File: src/rtl/melody_pkg.sv
// melody_sequencer shared definitions
// state codes, record geometry and tick dividers
package melody_pkg;

  localparam logic [1:0] ST_IDLE   = 2'd0;
  localparam logic [1:0] ST_FETCH  = 2'd1;
  localparam logic [1:0] ST_PLAY   = 2'd2;
  localparam logic [1:0] ST_PAUSED = 2'd3;

  localparam int HZ_PER_KHZ = 1000;
  localparam int HZ_PER_MHZ = 1_000_000;

  typedef struct packed {
    logic clear;
    logic mute;
    logic run;
  } tone_ctrl_t;

  function automatic int record_bytes(input int ch);
    return 2 + 2 * ch;
  endfunction

  function automatic int ms_div(input int hz);
    return hz / HZ_PER_KHZ;
  endfunction

  function automatic int us_div(input int hz);
    return hz / HZ_PER_MHZ;
  endfunction

endpackage

File: src/rtl/melody_sequencer_tone_channel.sv
// one square-wave voice
// toggles every i_half microsecond ticks; zero half-period is a rest
module tone_channel
  import melody_pkg::*;
(
  input  logic        i_clk,
  input  logic        i_rst,
  input  tone_ctrl_t  i_ctrl,
  input  logic        i_tick,
  input  logic [15:0] i_half,
  output logic        o_wave
);

  logic [15:0] r_count;
  logic        r_wave;
  logic        w_rest;
  logic        w_hit;

  assign w_rest = (i_half == 16'd0);
  assign w_hit  = ((r_count + 16'd1) == i_half);
  assign o_wave = r_wave;

  // half-period counter; mute keeps the count so a resume continues in phase
  always_ff @(posedge i_clk) begin
    if (i_rst || i_ctrl.clear) begin
      r_count <= 16'd0;
      r_wave  <= 1'b0;
    end else if (i_ctrl.mute) begin
      r_wave <= 1'b0;
    end else if (i_ctrl.run && i_tick && !w_rest) begin
      if (w_hit) begin
        r_count <= 16'd0;
        r_wave  <= ~r_wave;
      end else begin
        r_count <= r_count + 16'd1;
      end
    end
  end

endmodule

File: src/rtl/melody_sequencer.sv
// multi-voice melody sequencer
// fetches records from a byte ROM and plays square-wave voices
module melody_sequencer
  import melody_pkg::*;
#(
  parameter int CLOCK_HZ      = 10_000_000,
  parameter int ADDRESS_WIDTH = 12,
  parameter int CHANNELS      = 2
) (
  input  logic                     Clock,
  input  logic                     Reset,
  input  logic                     Play_i,
  input  logic                     Stop_i,
  input  logic                     Pause_i,
  input  logic                     Loop_i,
  output logic [ADDRESS_WIDTH-1:0] Address_o,
  input  logic [7:0]               Data_i,
  output logic [CHANNELS-1:0]      SoundWave_o,
  output logic                     Busy_o,
  output logic                     Paused_o,
  output logic                     Done_o,
  output logic [15:0]              Duration_o,
  output logic [15:0]              NoteCount_o
);

  localparam int RB     = record_bytes(CHANNELS);
  localparam int MS_DIV = ms_div(CLOCK_HZ);
  localparam int US_DIV = us_div(CLOCK_HZ);
  localparam int MS_W   = $clog2(MS_DIV + 1);
  localparam int US_W   = $clog2(US_DIV + 1);

  localparam logic [3:0]      CNT_LAST = 4'(RB);
  localparam logic [MS_W-1:0] MS_LAST  = MS_W'(MS_DIV - 1);
  localparam logic [US_W-1:0] US_LAST  = US_W'(US_DIV - 1);

  logic [1:0]               r_state;
  logic [ADDRESS_WIDTH-1:0] r_addr;
  logic [3:0]               r_cnt;
  logic [7:0]               r_dur_hi;
  logic [15:0]              r_dur;
  logic [15:0]              r_ms;
  logic [MS_W-1:0]          r_ms_pre;
  logic [US_W-1:0]          r_us_pre;
  logic [15:0]              r_count;
  logic                     r_done;
  logic [15:0]              r_hp [CHANNELS];

  logic [15:0]         w_dur_new;
  logic                w_marker;
  logic                w_ms_tick;
  logic                w_note_end;
  logic                w_us_tick;
  logic                w_play;
  tone_ctrl_t          w_ctrl;
  logic [CHANNELS-1:0] w_wave;

  assign w_play     = (r_state == ST_PLAY);
  assign w_dur_new  = {r_dur_hi, Data_i};
  assign w_marker   = (w_dur_new == 16'd0);
  assign w_ms_tick  = w_play && (r_ms_pre == MS_LAST);
  assign w_note_end = w_ms_tick && ((r_ms + 16'd1) == r_dur);
  assign w_us_tick  = w_play && (r_us_pre == US_LAST);

  assign w_ctrl.clear = Stop_i
                     || (r_state == ST_IDLE)
                     || (r_state == ST_FETCH);
  assign w_ctrl.mute  = (r_state == ST_PAUSED);
  assign w_ctrl.run   = w_play;

  assign Address_o   = r_addr;
  assign SoundWave_o = w_wave & {CHANNELS{w_play}};
  assign Busy_o      = (r_state != ST_IDLE);
  assign Paused_o    = (r_state == ST_PAUSED);
  assign Done_o      = r_done;
  assign Duration_o  = r_dur;
  assign NoteCount_o = r_count;

  // control FSM: fetch bytes, time the note, handle pause/stop/loop
  always_ff @(posedge Clock) begin
    if (Reset) begin
      r_state  <= ST_IDLE;
      r_addr   <= '0;
      r_cnt    <= 4'd0;
      r_dur_hi <= 8'd0;
      r_dur    <= 16'd0;
      r_ms     <= 16'd0;
      r_ms_pre <= '0;
      r_us_pre <= '0;
      r_count  <= 16'd0;
      r_done   <= 1'b0;
    end else if (Stop_i) begin
      r_state  <= ST_IDLE;
      r_addr   <= '0;
      r_cnt    <= 4'd0;
      r_dur    <= 16'd0;
      r_ms     <= 16'd0;
      r_ms_pre <= '0;
      r_us_pre <= '0;
      r_done   <= 1'b0;
    end else begin
      r_done <= 1'b0;
      unique case (r_state)
        ST_IDLE: begin
          if (Play_i) begin
            r_addr  <= '0;
            r_count <= 16'd0;
            r_cnt   <= 4'd0;
            r_state <= ST_FETCH;
          end
        end
        ST_FETCH: begin
          r_cnt <= r_cnt + 4'd1;
          if (r_cnt != CNT_LAST) begin
            r_addr <= r_addr + 1'b1;
          end
          if (r_cnt == 4'd1) begin
            r_dur_hi <= Data_i;
          end
          if (r_cnt == 4'd2) begin
            r_dur <= w_dur_new;
            if (w_marker) begin
              r_count <= r_count + 16'd1;
              r_addr  <= '0;
              if (Loop_i) begin
                r_cnt <= 4'd0;
              end else begin
                r_state <= ST_IDLE;
                r_done  <= 1'b1;
              end
            end
          end
          if (r_cnt == CNT_LAST) begin
            r_state  <= ST_PLAY;
            r_count  <= r_count + 16'd1;
            r_ms     <= 16'd0;
            r_ms_pre <= '0;
            r_us_pre <= '0;
          end
        end
        ST_PLAY: begin
          if (w_ms_tick) begin
            r_ms_pre <= '0;
            r_ms     <= r_ms + 16'd1;
          end else begin
            r_ms_pre <= r_ms_pre + 1'b1;
          end
          if (w_us_tick) begin
            r_us_pre <= '0;
          end else begin
            r_us_pre <= r_us_pre + 1'b1;
          end
          if (w_note_end) begin
            r_state <= ST_FETCH;
            r_cnt   <= 4'd0;
          end else if (Pause_i) begin
            r_state <= ST_PAUSED;
          end
        end
        ST_PAUSED: begin
          if (!Pause_i) begin
            r_state <= ST_PLAY;
          end
        end
      endcase
    end
  end

  // half-period capture; byte 3+2c is the high byte of voice c
  always_ff @(posedge Clock) begin
    if (Reset) begin
      for (int c = 0; c < CHANNELS; c++) begin
        r_hp[c] <= 16'd0;
      end
    end else if (r_state == ST_FETCH) begin
      for (int c = 0; c < CHANNELS; c++) begin
        if (r_cnt == 4'(3 + 2 * c)) begin
          r_hp[c][15:8] <= Data_i;
        end
        if (r_cnt == 4'(4 + 2 * c)) begin
          r_hp[c][7:0] <= Data_i;
        end
      end
    end
  end

  for (genvar g = 0; g < CHANNELS; g++) begin : g_voice
    tone_channel u_tone (
      .i_clk  (Clock),
      .i_rst  (Reset),
      .i_ctrl (w_ctrl),
      .i_tick (w_us_tick),
      .i_half (r_hp[g]),
      .o_wave (w_wave[g])
    );
  end

endmodule

File: config.mk
export PLATFORM = sky130hd
export DESIGN_NAME = melody_sequencer
export DESIGN_NICKNAME = d
export VERILOG_FILES = /design/src/rtl/melody_pkg.sv /design/src/rtl/melody_sequencer_tone_channel.sv /design/src/rtl/melody_sequencer.sv
export SDC_FILE = /design/constraint.sdc
export NUM_CORES = 1
export LEC_CHECK = 0
export ABC_AREA = 1
export BUFFER_PORTS_ARGS = -buffer_cell sky130_fd_sc_hd__buf_2
export CORE_MARGIN = 5
export CORE_UTILIZATION = 61
export CTS_CLUSTER_SIZE = 20
export DETAILED_ROUTE_END_ITERATION = 8
export GPL_ROUTABILITY_DRIVEN = 0
export PLACE_DENSITY = 0.8
export SYNTH_ARGS = -nofsm -noshare
export SYNTH_HDL_FRONTEND = slang
export SYNTH_SLANG_ARGS = --single-unit
File: constraint.sdc
create_clock -name Clock -period 2.35 [get_ports Clock]
set_clock_uncertainty 0.1 [all_clocks]
set_input_delay 0.1175 -clock Clock [delete_from_list [all_inputs] [get_ports Clock]]
set_output_delay 0.1175 -clock Clock [all_outputs]
set_load 0.02 [all_outputs]
# After elaboration in Yosys (flattened, before gate mapping)
# Memory sizes are Yosys's and may differ from the RTL's.
# Index checks and enable logic that the tools add are counted.
dict set report word_totals {
  register_bits 127
  latchBits 0
  ramBits 32
  rom_bits 0
  output_inout_bits 49
  n_memories 1
}
# name depth word_bits read_ports rd_ports_with_merged_regs wr line_no
set memory_table {}
lappend memory_table {r_hp 2 16 2 0 2 melody_sequencer.sv:46} ;# logic [15:0] r_hp [CHANNELS];
dict set report classes {
  addsub 8
  mul 0
  n_div 0
  n_lt_le_gt_ge 0
  n_eq_ne 24
  n_shift 0
  n_mux 59
  bitwise_logic 12
  n_reduce_logical 34
}
# op n
set op_table {}
lappend op_table {{16-bit 2-to-1 mux} 8}
lappend op_table {{16-bit by 1-bit adder with 16-bit output, second input constant} 4}
lappend op_table {{16-bit case mux with 2 select lines} 2}
lappend op_table {{16-bit == test} 3}
lappend op_table {{16-bit logical NOT} 3}
lappend op_table {{12-bit 2-to-1 mux} 4}
lappend op_table {{8-bit 2-to-1 mux} 4}
lappend op_table {{14-bit 2-to-1 mux} 2}
lappend op_table {{4-bit 2-to-1 mux} 7}
lappend op_table {{14-bit case mux with 2 select lines} 1}
lappend op_table {{12-bit case mux with 2 select lines} 1}
lappend op_table {{1-bit 2-to-1 mux} 19}
lappend op_table {{2-bit 2-to-1 mux} 8}
lappend op_table {{14-bit by 1-bit adder with 14-bit output, second input constant} 1}
lappend op_table {{14-bit == test, second input constant} 1}
lappend op_table {{2-bit AND reduction} 7}
lappend op_table {{12-bit by 1-bit adder with 12-bit output, second input constant} 1}
lappend op_table {{4-bit by 3-bit == test with 1-bit output, second input constant} 3}
lappend op_table {{4-bit case mux with 3 select lines} 1}
lappend op_table {{3-bit AND reduction} 3}
lappend op_table {{4-bit by 1-bit adder with 4-bit output, second input constant} 2}
lappend op_table {{4-bit by 2-bit == test with 1-bit output, second input constant} 2}
lappend op_table {{2-bit inequality test, second input constant} 4}
lappend op_table {{2-bit case mux with 4 select lines} 1}
lappend op_table {{other kinds (23)} 45}

# Longest topological paths before layout
dict set report depth {
  word_depth 6
  mapped_depth 17
  mapped_depth_nobuf 17
}

# Modules after synthesis
# Synthesis repeated with hierarchy kept, for this count alone.
dict set report hier_totals {
  hier_cells 1404
  hier_area_um2 9389.0
}
# mod instances cells_per_inst area_each_um2 seq_area_each_um2
set by_module_without_submodules {}
lappend by_module_without_submodules {melody_sequencer 1 798 6145.9 2822.7}
lappend by_module_without_submodules {tone_channel 2 303 1621.6 340.3}

# Worst setup path before layout
# Ideal clock, no wire load.
dict set report synth_path {
  path_kind {flip-flop to flip-flop}
  startpoint {register g_voice[0].u_tone.r_count[0]}
  endpoint {register g_voice[0].u_tone.r_count[10]}
  arrival_time_ps 1816
  slack_ps 297
  path_stages_with_launch 15
  n_path_buf 1
  path_cell_list {dfxtp_1 ha_1 nand3_1 nor2_2 nand2_1 nand2_1 and2_1 nor2_1 nor2_1 nand2_1 nor2_2 nand3_2 buf_6 nand2_1 a21oi_1}
}
dict set report synth_via {
  elab_chain_cells 3
}
# element line_no
set synth_rtl {}
lappend synth_rtl {{from (decl)} melody_sequencer_tone_channel.sv:14} ;# logic [15:0] r_count;
lappend synth_rtl {{from (signal assigned)} melody_sequencer_tone_channel.sv:35} ;# r_count <= r_count + 16'd1;
lappend synth_rtl {{16-bit by 1-bit adder with 16-bit output (*)} {melody_sequencer_tone_channel.sv:20, melody_sequencer_tone_channel.sv:35}}
lappend synth_rtl {{16-bit == test} melody_sequencer_tone_channel.sv:20} ;# assign w_hit = ((r_count + 16'd1) == i_half);
lappend synth_rtl {{16-bit 2-to-1 mux (*)} melody_sequencer_tone_channel.sv:31} ;# if (w_hit) begin
# Every way passes the cells marked *; elsewhere a longest branch is shown, timed or not.
# A chain may end at the register's enable or synchronous reset.

# Worst setup path in the final report
dict set report layout_path {
  startpoint {register g_voice[0].u_tone.r_count[1]}
  endpoint {register g_voice[0].u_tone.r_count[0]}
}
dict set report layout_via {
  elab_chain_cells 3
}
# element line_no
set layout_rtl {}
lappend layout_rtl {{16-bit by 1-bit adder with 16-bit output} melody_sequencer_tone_channel.sv:20}
lappend layout_rtl {{16-bit == test} melody_sequencer_tone_channel.sv:20}
lappend layout_rtl {{16-bit 2-to-1 mux} melody_sequencer_tone_channel.sv:31}
# Every way passes these cells.

==> impl_metrics.ini <==
[clock_network]
path_clk_slew_ps = 60
clockBufferDepth = 2
cts_tree = built
clk-insertion-delay-late_ps = 420
clock_sinks = 159
cts_made_buffers = 17
cts_htree_levels = 4
clock-root-buffer = clkbuf_16

[hold_path]
min_path_type = input pin to flip-flop

[synthesis]
yosys_warnings = 0
async_reset_ff_share_pct = 0
synthFlopType = dfxtp_1
netlist_area_mm2 = 0.00915
synth_edf_count = 32
synth_fp_nets = 1364
postSynthCellCount = 1338
syn_area_per_cell_um2 = 6.84
seq_area_frac_synth_pct = 38.3
yosysUniqueCellTypes = 44
synth_seq_cells = 159

[timing]
max_freq_mhz = 446
rsz0062_at_grt = yes
post-route-min-period_ps = 2240
fin_crit_sh_pct = 95.5
slew_violations = 0
setup_tns_ps = 0
slew_headroom_pct = 68.2
setup_viol_count_final = 0
layout_setup_ws_ps = 106
worstMarginPinSlew_ps = 473
hold_viol = 0

[setup_path]
path_delay_family = simple AND/OR/NAND/NOR gates
critPathLaunchType = flip-flop
endpoint_kind = flip-flop
crit_path_top_delay_cell = dfxtp_4
worstSetupPathType = flip-flop to flip-flop
worst_path_most_repeated_cell = nand2_1
cp.arrival_ps = 2460
max_stage_delay_ps = 370
crit_chain = ha_4 -> nand3_2 -> nor2_4 -> nand2_2 -> nor2_1 -> nand2_1 -> nand2_1 -> inv_2 -> nand2_1 -> nand3_2 -> nor2_2 -> buf_4 -> nand4_1 -> and3b_1
worst-path-buf-inv = 2
required_ps = 2570
crit_fanout = 4

[floorplanning]
rows = 44
chipHeight_um = 133
core_mm2 = 0.0146
start_util_pct = 62.5
die_w_um = 133
die_area_mm2 = 0.0176
boundaryPins = 63

[layout]
drive_gt1_share_pct = 17.1
nets = 1460
areaGrowthSynthToFinish_pct = 16.6
final_cell_area_mm2 = 0.0107
final_util_pct = 72.9
n_antenna_cell = 0

[placement]
place_area_mm2 = 0.00984
place.port_buffers = 62
dpl.hpwl_um = 17200
post-place-ws_ps = 70.7

[power]
p_leak_nw = 4.29
vdd.ir_drop.worst_uv = 587
powerDensity_mw_per_mm2 = 551
swShare_pct = 22.3
seqPwrFrac_pct = 48.2
intPower_mw = 4.57
p_clk_share_pct = 47.7
p_sw_mw = 1.31
power_frac_comb_pct = 4.2

[drt]
drt_pass1_iterations = 5
post_drt_wl_per_cell_um = 14.8
vias_per_cell = 5.61
ant_nets = 0
drt-total-wl_um = 24200
drc = 0
drt_iter0_drc = 861
vias = 9131

[global_route]
grt_max_degree = 33
grt_use_total_pct = 26.7
antenna_found_initial = 0
grt_overflow_total = 0
grt_pass1_vias = 8407
grt_pass1_wl_um = 39300

[run]
drv_cap = 0

[outcome]
outcome = completed
## metal layers
layer	global-route usage, %	up-vias	wire, µm	part of all wire (%)
li1	-	4540	-	-
met1	33.8	4174	10300	42
met2	46.8	363	12000	50
met3	4.90	54	1440	6.0
met4	7.79	0	431	1.8
met5	0	-	0	0
## what timing repair did
action	4_1_cts	5_1_grt
resized for setup	0	57
hold endpoints to repair	10	0
endpoints found under the setup margin	0	50
buffers inserted	0	4
hold buffers	4	0
## synthesized netlist by cell type (12+ instances only)
| cell | instances | share of area, % |
|---|---|---|
| a21oi_1 | 94 | 5.1 |
| clkbuf_1 | 21 | 0.86 |
| dfxtp_1 | 127 | 28 |
| edfxtp_1 | 32 | 10 |
| ha_1 | 12 | 1.6 |
| inv_1 | 161 | 6.6 |
| nand2_1 | 351 | 14 |
| nand3_1 | 113 | 6.2 |
| nand3_2 | 13 | 1.4 |
| nand4_1 | 39 | 2.7 |
| nor2_1 | 163 | 6.7 |
| nor2_2 | 12 | 0.82 |
| nor3_1 | 20 | 1.1 |
| o21ai_0 | 52 | 2.8 |
| xor2_1 | 18 | 1.7 |
## per-stage QoR
step | hold slack (ps) | total power [mW] | cells
2_1_floorplan | 92.8 | 3.03 | 1338
3_3_place_gp | 246 | 3.12 | 1591
3_5_place_dp | 251 | 3.12 | 1591
4_1_cts | 2.17 | 5.89 | 1625
5_1_grt | 9.59 | 6.05 | 1629
6_report | 5.62 | 5.88 | 1629
## worst paths after layout
path,endpoint,slack (ps),from,depth (start not counted)
worst max-delay path,g_voice[0].u_tone.r_count[0],110,g_voice[0].u_tone.r_count[1],14
worst min-delay path,Duration_o[1],6,Data_i[1],4
worst max register to register,g_voice[0].u_tone.r_count[0],110,g_voice[0].u_tone.r_count[1],14
worst min register to register,r_ms_pre[0],370,r_ms_pre[0],1
## kinds of logic after synthesis
| group | Yosys count | synth area share, % |
|---|---|---|
| AND/OR/NAND/NOR | 768 | 38.2 |
| XOR/XNOR | 28 | 3.13 |
| flip-flops | 159 | 38.3 |
| AO/OA/AOI/OAI | 169 | 10.0 |
| buffers and inverters | 202 | 8.73 |
| adder cells (fa/ha/maj) | 12 | 1.64 |
## tightest hold or removal path, cell delays in order
cell	delay, ps
buf_2	110
inv_1	70
buf_4	130
a21oi_1	60
## cell type report
type | count | area, µm²
clock inverter | 9 | 106
sequential | 159 | 3520
tap | 184 | 230
timing repair buffer | 108 | 678
multi-input combinational | 977 | 5010
clock buffer | 21 | 484
fill | 1200 | 3970
inverter | 171 | 642
## flip-flops by register name (all words and copies together) (netlist names)
register	cells
g_voice.u_tone.o_wave	2
Duration_o	16
r_hp	32
r_cnt	4
r_us_pre	4
NoteCount_o	16
g_voice.u_tone.r_count	32
r_ms	16
r_ms_pre	14
r_state	2
r_dur_hi	8
Address_o	12
Done_o	1
## cell usage in the layout (no fill, tap or decap), types with 4 or more instances in the layout
cell type / count
dfxtp_2: 10
nor3b_1: 4
nor3_2: 5
xor2_1: 18
nor2_4: 11
clkbuf_16: 19
nand3b_1: 10
and2_1: 4
o21ai_1: 4
inv_2: 13
nor2_1: 150
buf_2: 62
nor2_2: 20
a21oi_2: 8
dlygate4sd3_1: 4
buf_4: 41
dfxtp_1: 115
nor4_1: 8
nand2_1: 344
inv_1: 158
ha_1: 9
a21oi_1: 94
nand3_2: 16
nand3_1: 109
xnor2_1: 7
edfxtp_1: 32
nand2_2: 17
nand4_1: 39
nor3_1: 19
o21ai_0: 50
## power groups by stage
stage / logic [mW] / registers, mW / clock network [mW]
floorplan: 0.146 / 2.89 / 0
global placement: 0.223 / 2.89 / 0
detailed placement: 0.226 / 2.89 / 0
CTS: 0.234 / 2.83 / 2.82
global route: 0.267 / 2.83 / 2.95
finish: 0.244 / 2.83 / 2.80
(Power assumes the default switching activity.)
